## config.mk

```make
export PLATFORM = sky130hd
export DESIGN_NAME = pipe_hazard_ctrl
export DESIGN_NICKNAME = d
export VERILOG_FILES = /design/src/rtl/pipe_hazard_ctrl.sv
export SDC_FILE = /design/constraint.sdc
export NUM_CORES = 1
export LEC_CHECK = 0
export ABC_CLOCK_PERIOD_IN_PS = 3200
export CORE_ASPECT_RATIO = 0.8
export CORE_MARGIN = 5
export CORE_UTILIZATION = 53
export DETAILED_ROUTE_END_ITERATION = 16
export GPL_ROUTABILITY_DRIVEN = 1
export GPL_TIMING_DRIVEN = 0
export PLACE_DENSITY = 0.94
export SLEW_MARGIN = 40
export SYNTH_ARGS = -nofsm -noshare
export SYNTH_HDL_FRONTEND = slang
export SYNTH_SLANG_ARGS = --single-unit
```

## constraint.sdc

```tcl
create_clock -name clk -period 3.2 [get_ports clk]
set_input_delay 0.64 -clock clk [delete_from_list [all_inputs] [get_ports clk]]
set_output_delay 0.64 -clock clk [all_outputs]
set_load 0.005 [all_outputs]
```

## src/rtl/pipe_hazard_ctrl.sv

```systemverilog
// Stall/flush/halt sequencer: RAW scoreboard, branch flush fan-out and HALT drain.
// Stall/flush outputs are combinational; state, halted and perf counters are registered.
module pipe_hazard_ctrl #(
  parameter int SB_DEPTH  = 4,
  parameter int BR_STAGE  = 2,
  parameter int WB_BYPASS = 1,
  parameter int CNT_W     = 16
) (
  input  logic             clk,
  input  logic             rst,
  input  logic             id_valid,
  input  logic [3:0]       id_rs1,
  input  logic [3:0]       id_rs2,
  input  logic             id_use_rs1,
  input  logic             id_use_rs2,
  input  logic [3:0]       id_rd,
  input  logic             id_reg_write,
  input  logic             id_halt,
  input  logic             branch_taken,
  output logic             stall_if,
  output logic             stall_id,
  output logic             bubble_ex,
  output logic             flush_if,
  output logic             flush_id,
  output logic             flush_ex,
  output logic             halted,
  output logic [1:0]       state,
  output logic [CNT_W-1:0] stall_cycles,
  output logic [CNT_W-1:0] flush_events
);

  typedef enum logic [1:0] {
    ST_RUN    = 2'b00,
    ST_DRAIN  = 2'b01,
    ST_HALTED = 2'b10
  } state_t;

  localparam int HZ_N = SB_DEPTH - WB_BYPASS;
  localparam int DC_W = $clog2(SB_DEPTH + 1);

  state_t              state_q, state_d;
  logic [DC_W-1:0]     drain_q, drain_d;
  logic [SB_DEPTH-1:0] sb_v;
  logic [3:0]          sb_rd [SB_DEPTH];
  logic                hazard, issue, halt_acc, br_acc;

  always_comb begin
    hazard = 1'b0;
    for (int i = 0; i < HZ_N; i++) begin
      if (sb_v[i] && ((id_use_rs1 && sb_rd[i] == id_rs1) ||
                      (id_use_rs2 && sb_rd[i] == id_rs2)))
        hazard = 1'b1;
    end
    hazard = hazard & id_valid & (state_q == ST_RUN);
  end

  // a taken branch is older than anything in ID, so it wins over hazard and halt
  assign br_acc   = branch_taken & (state_q != ST_HALTED);
  assign issue    = id_valid & ~hazard & ~branch_taken & (state_q == ST_RUN);
  assign halt_acc = issue & id_halt;

  always_comb begin
    stall_if  = 1'b0;
    stall_id  = 1'b0;
    bubble_ex = 1'b0;
    flush_if  = br_acc;
    flush_id  = br_acc;
    flush_ex  = br_acc;
    if (!br_acc && (hazard || state_q != ST_RUN)) begin
      stall_if  = 1'b1;
      stall_id  = 1'b1;
      bubble_ex = 1'b1;
    end
  end

  always_comb begin
    state_d = state_q;
    drain_d = drain_q;
    case (state_q)
      ST_RUN: begin
        if (halt_acc) begin
          state_d = ST_DRAIN;
          drain_d = DC_W'(SB_DEPTH);
        end
      end
      ST_DRAIN: begin
        if (br_acc) begin
          state_d = ST_RUN;
          drain_d = '0;
        end else if (drain_q == DC_W'(1)) begin
          state_d = ST_HALTED;
          drain_d = '0;
        end else begin
          drain_d = drain_q - 1'b1;
        end
      end
      ST_HALTED: ;
      default: state_d = ST_RUN;
    endcase
  end

  always_ff @(posedge clk) begin
    if (rst) begin
      state_q      <= ST_RUN;
      drain_q      <= '0;
      halted       <= 1'b0;
      sb_v         <= '0;
      stall_cycles <= '0;
      flush_events <= '0;
      for (int i = 0; i < SB_DEPTH; i++) sb_rd[i] <= '0;
    end else begin
      state_q <= state_d;
      drain_q <= drain_d;
      halted  <= (state_d == ST_HALTED);
      // HALT travels down the pipe as a bubble, never as a write
      sb_v[0]  <= issue & id_reg_write & ~id_halt;
      sb_rd[0] <= id_rd;
      for (int i = 1; i < SB_DEPTH; i++) begin
        sb_v[i]  <= sb_v[i-1] & ~(br_acc && (i - 1) < BR_STAGE);
        sb_rd[i] <= sb_rd[i-1];
      end
      if (hazard && !br_acc && stall_cycles != '1)
        stall_cycles <= stall_cycles + 1'b1;
      if (br_acc && flush_events != '1)
        flush_events <= flush_events + 1'b1;
    end
  end

  assign state = state_q;

endmodule

```

==> results.sh <==
export IMPL_status="finished clean"
export IMPL_synthCells=305
export IMPL_cp_max_fo=10
export IMPL_cts_tree="built"
export IMPL_skew_ns=0.00326
export IMPL_busiest_layer="met2"
export IMPL_num_rows=23
export IMPL_clock_sinks=53
export IMPL_worst_pin_slew_ns=0.727
export IMPL_viasPerCell=5.57
export IMPL_synth_flop_cell="dfxtp_1"
export IMPL_antennaDiodeCount=0
export IMPL_yosysTopAreaCell="dfxtp_1"
export IMPL_syn_to_final_growth_pct=30.3
export IMPL_ant_nets=0
export IMPL_place_hpwl_um=4910
export IMPL_synth_area_mm2=0.00265
export IMPL_rsz0062_at_grt="no"
export IMPL_hold_violations=0
export IMPL_hold_path_class="register to register"
export IMPL_fillers=350
export IMPL_grt_usage_pct=20.7
export IMPL_critPathLaunchType="primary input"
export IMPL_drc=0
export IMPL_seqCellArea_mm2=0.00106
export IMPL_synth_cell_type_count=42
export IMPL_portBuffers=60
export IMPL_core_mm2=0.00492
export IMPL_antenna_found_initial=0
export IMPL_use_met1_pct=26.3
export IMPL_ys_ff_latch=53
export IMPL_die_width_um=89.0
export IMPL_period_share_pct=96.7
export IMPL_cellPowerDensity_mw_per_mm2=340
export IMPL_max_freq_ghz=0.323
export IMPL_multi_input_area_mm2=0.00153
export IMPL_maxCapViolCount=0
export IMPL_cts_buffers=5
export IMPL_p_leak_nw=1.23
export IMPL_clkTransAtPathRegs_ns=0.09
export IMPL_grt_max_degree=16
export IMPL_synth_async_sr_flop_share_pct=0
export IMPL_synth_top_cell_area_share_pct=40.1
export IMPL_slew_viol_final=0
export IMPL_worstPathArrival_ns=2.46
export IMPL_drt_iter0_markers=160
export IMPL_design_area_mm2=0.00345
export IMPL_fp_dieH_um=73.2
export IMPL_gr_total_overflow=0
export IMPL_clock_latency_ns=0.30
export IMPL_final_setup_tns_ns=0
export IMPL_yosysSeqAreaShare_pct=40.1
export IMPL_use_met2_pct=35.6
export IMPL_final_setup_viol_count=0
export IMPL_holdWs_ns=0.491
export IMPL_clockBufferDepth=2
export IMPL_die_area_mm2=0.00652
export IMPL_required_ns=2.56
export IMPL_place_congestion=0.876
export IMPL_drive_gt1_share_pct=12.2
export IMPL_slew_headroom_pct=51.4
export IMPL_grt_pass1_vias=2356
export IMPL_wl_per_cell_um=15.2
export IMPL_cts_htree_levels=2
export IMPL_worstSetupPathType="primary input to output port"
export IMPL_syn_area_per_cell_um2=8.68
export IMPL_wirelength_um=6700
export IMPL_drtPass1Iterations=5
export IMPL_end_kind="output port"
export IMPL_irDropWorstVdd_mv=0.209
export IMPL_ys_warn_count=0
export IMPL_cts_hold_buf=0
export IMPL_cts_root_buf="clkbuf_8"
export IMPL_placed_cell_area_mm2=0.00333
export IMPL_use_met3_pct=4.51
export IMPL_initial_core_util_pct=53.8
export IMPL_min_period_ns=3.10
export IMPL_synth_area_leaders="dfxtp_1 (40%), xnor2_1 (6.6%), xor2_1 (5.3%), nor2_1 (5.1%), nor2b_1 (4.0%)"
export IMPL_grt_pass1_wl_um=10600
export IMPL_ios=61
export IMPL_vias=2451
export IMPL_synth_edf_count=0
export IMPL_nets=401
export IMPL_syn_nets=329
==> worst max-delay path, cell delays in order <==
cell and delay, ns:
clkbuf_2 0.13, xor2_1 0.16, nor4_2 0.28, o21a_2 0.22
nor3_4 0.05, clkbuf_8 0.17, nand2b_1 0.15, a21oi_2 0.17
buf_4 0.15, buf_4 0.09, dlygate4sd2_1 0.24
==> final timing paths <==
path                  start          endpoint  slack, ns  cells past startpoint
hold / removal      sb_v[0]           sb_v[1]       0.49                      1
hold reg to reg     sb_v[0]           sb_v[1]       0.49                      1
setup / recovery  id_rs1[3]          stall_id       0.10                     11
setup reg to reg   state[0]  stall_cycles[10]       0.91                      5
==> area by class of cell <==
type | count | area share [%]
Clock inverter | 1 | 0.218
Multi-Input combinational cell | 229 | 44.2
Sequential cell | 53 | 30.7
Buffer | 12 | 2.03
Clock buffer | 7 | 2.21
Inverter | 11 | 1.20
Tap cell | 62 | 2.25
Timing Repair Buffer | 65 | 17.2
==> cell usage in the layout, fill, tap and decap left out, drive strengths merged, types with 9 or more instances in the layout <==
master          n
dfxtp          53
clkdlybuf4s50  47
nor2           36
xnor2          20
clkbuf         20
nand3          17
nor2b          17
nand2          16
xor2           16
a21oi          14
buf            12
inv            11
nor3           11
o21ai          11
nand4           9
==> state kept, by name, indices dropped and copies added, names as in the netlist <==
name / count
stall_cycles: 16
state: 2
halted: 1
sb_rd: 12
sb_v: 3
drain_q: 3
flush_events: 16
==> per-stage QoR <==
step / setup slack (ns) / util, % / cells / power [mW]
floorplan: 0.612 / - / 305 / 0.757
global placement: -0.575 / 67.6 / 427 / 0.812
detailed placement: -0.606 / 67.6 / 427 / 0.817
CTS: 0.00740 / 70.1 / 439 / 1.17
global route: 0.00247 / 70.1 / 440 / 1.22
finish: 0.105 / 70.1 / 440 / 1.17
==> cell usage after synthesis, types with 2 or more instances <==
| cell type | n |
|---|---|
| xor2_1 | 16 |
| a21oi_1 | 14 |
| inv_1 | 11 |
| mux2_2 | 7 |
| nand2b_1 | 3 |
| nor3_1 | 10 |
| nor4_1 | 4 |
| clkbuf_1 | 6 |
| dfxtp_1 | 53 |
| nand4_1 | 9 |
| nor2b_1 | 17 |
| and4_1 | 3 |
| and3_1 | 4 |
| nand2_1 | 16 |
| xnor2_1 | 20 |
| nor2_1 | 36 |
| o21ai_0 | 7 |
| and2_1 | 3 |
| o31ai_1 | 4 |
| nor3b_1 | 4 |
| o21ai_2 | 2 |
| or3_1 | 7 |
| o21ai_1 | 2 |
| a41o_1 | 2 |
| nand3_1 | 17 |
| mux2i_1 | 3 |
| or4_1 | 4 |
| ha_1 | 4 |
| buf_4 | 4 |
==> repair_timing <==
action                                  4_1_cts  5_1_grt
endpoints found under the hold margin         0        0
endpoints found under the setup margin        3        2
cloned                                        0        0
setup buffers                                 4        1
pin swaps                                     8        9
resized for setup                            21       19
==> logic make-up after synthesis <==
logic type / synth area share, %
AOI/OAI and AO/OA: 9.78
xor gates and xnor gates: 11.9
adders and majority gates: 1.89
buffers and inverters: 4.21
DFF: 40.1
muxes: 4.11
and+or+nand+nor: 28.0
==> metal layers <==
layer	share of wire, %	vias up
met2	50	67
met1	43	1177
li1	-	1197
met4	1.1	0
met3	5.5	10
met5	0	-
==> power breakdown <==
part | internal, mW | total [mW] | switching, mW
Combinational | 0.0608 | 0.122 | 0.0608
Clock | 0.155 | 0.367 | 0.212
Sequential | 0.671 | 0.684 | 0.0135
Total | 0.887 | 1.17 | 0.286
Power figures use the tool's default switching activity.
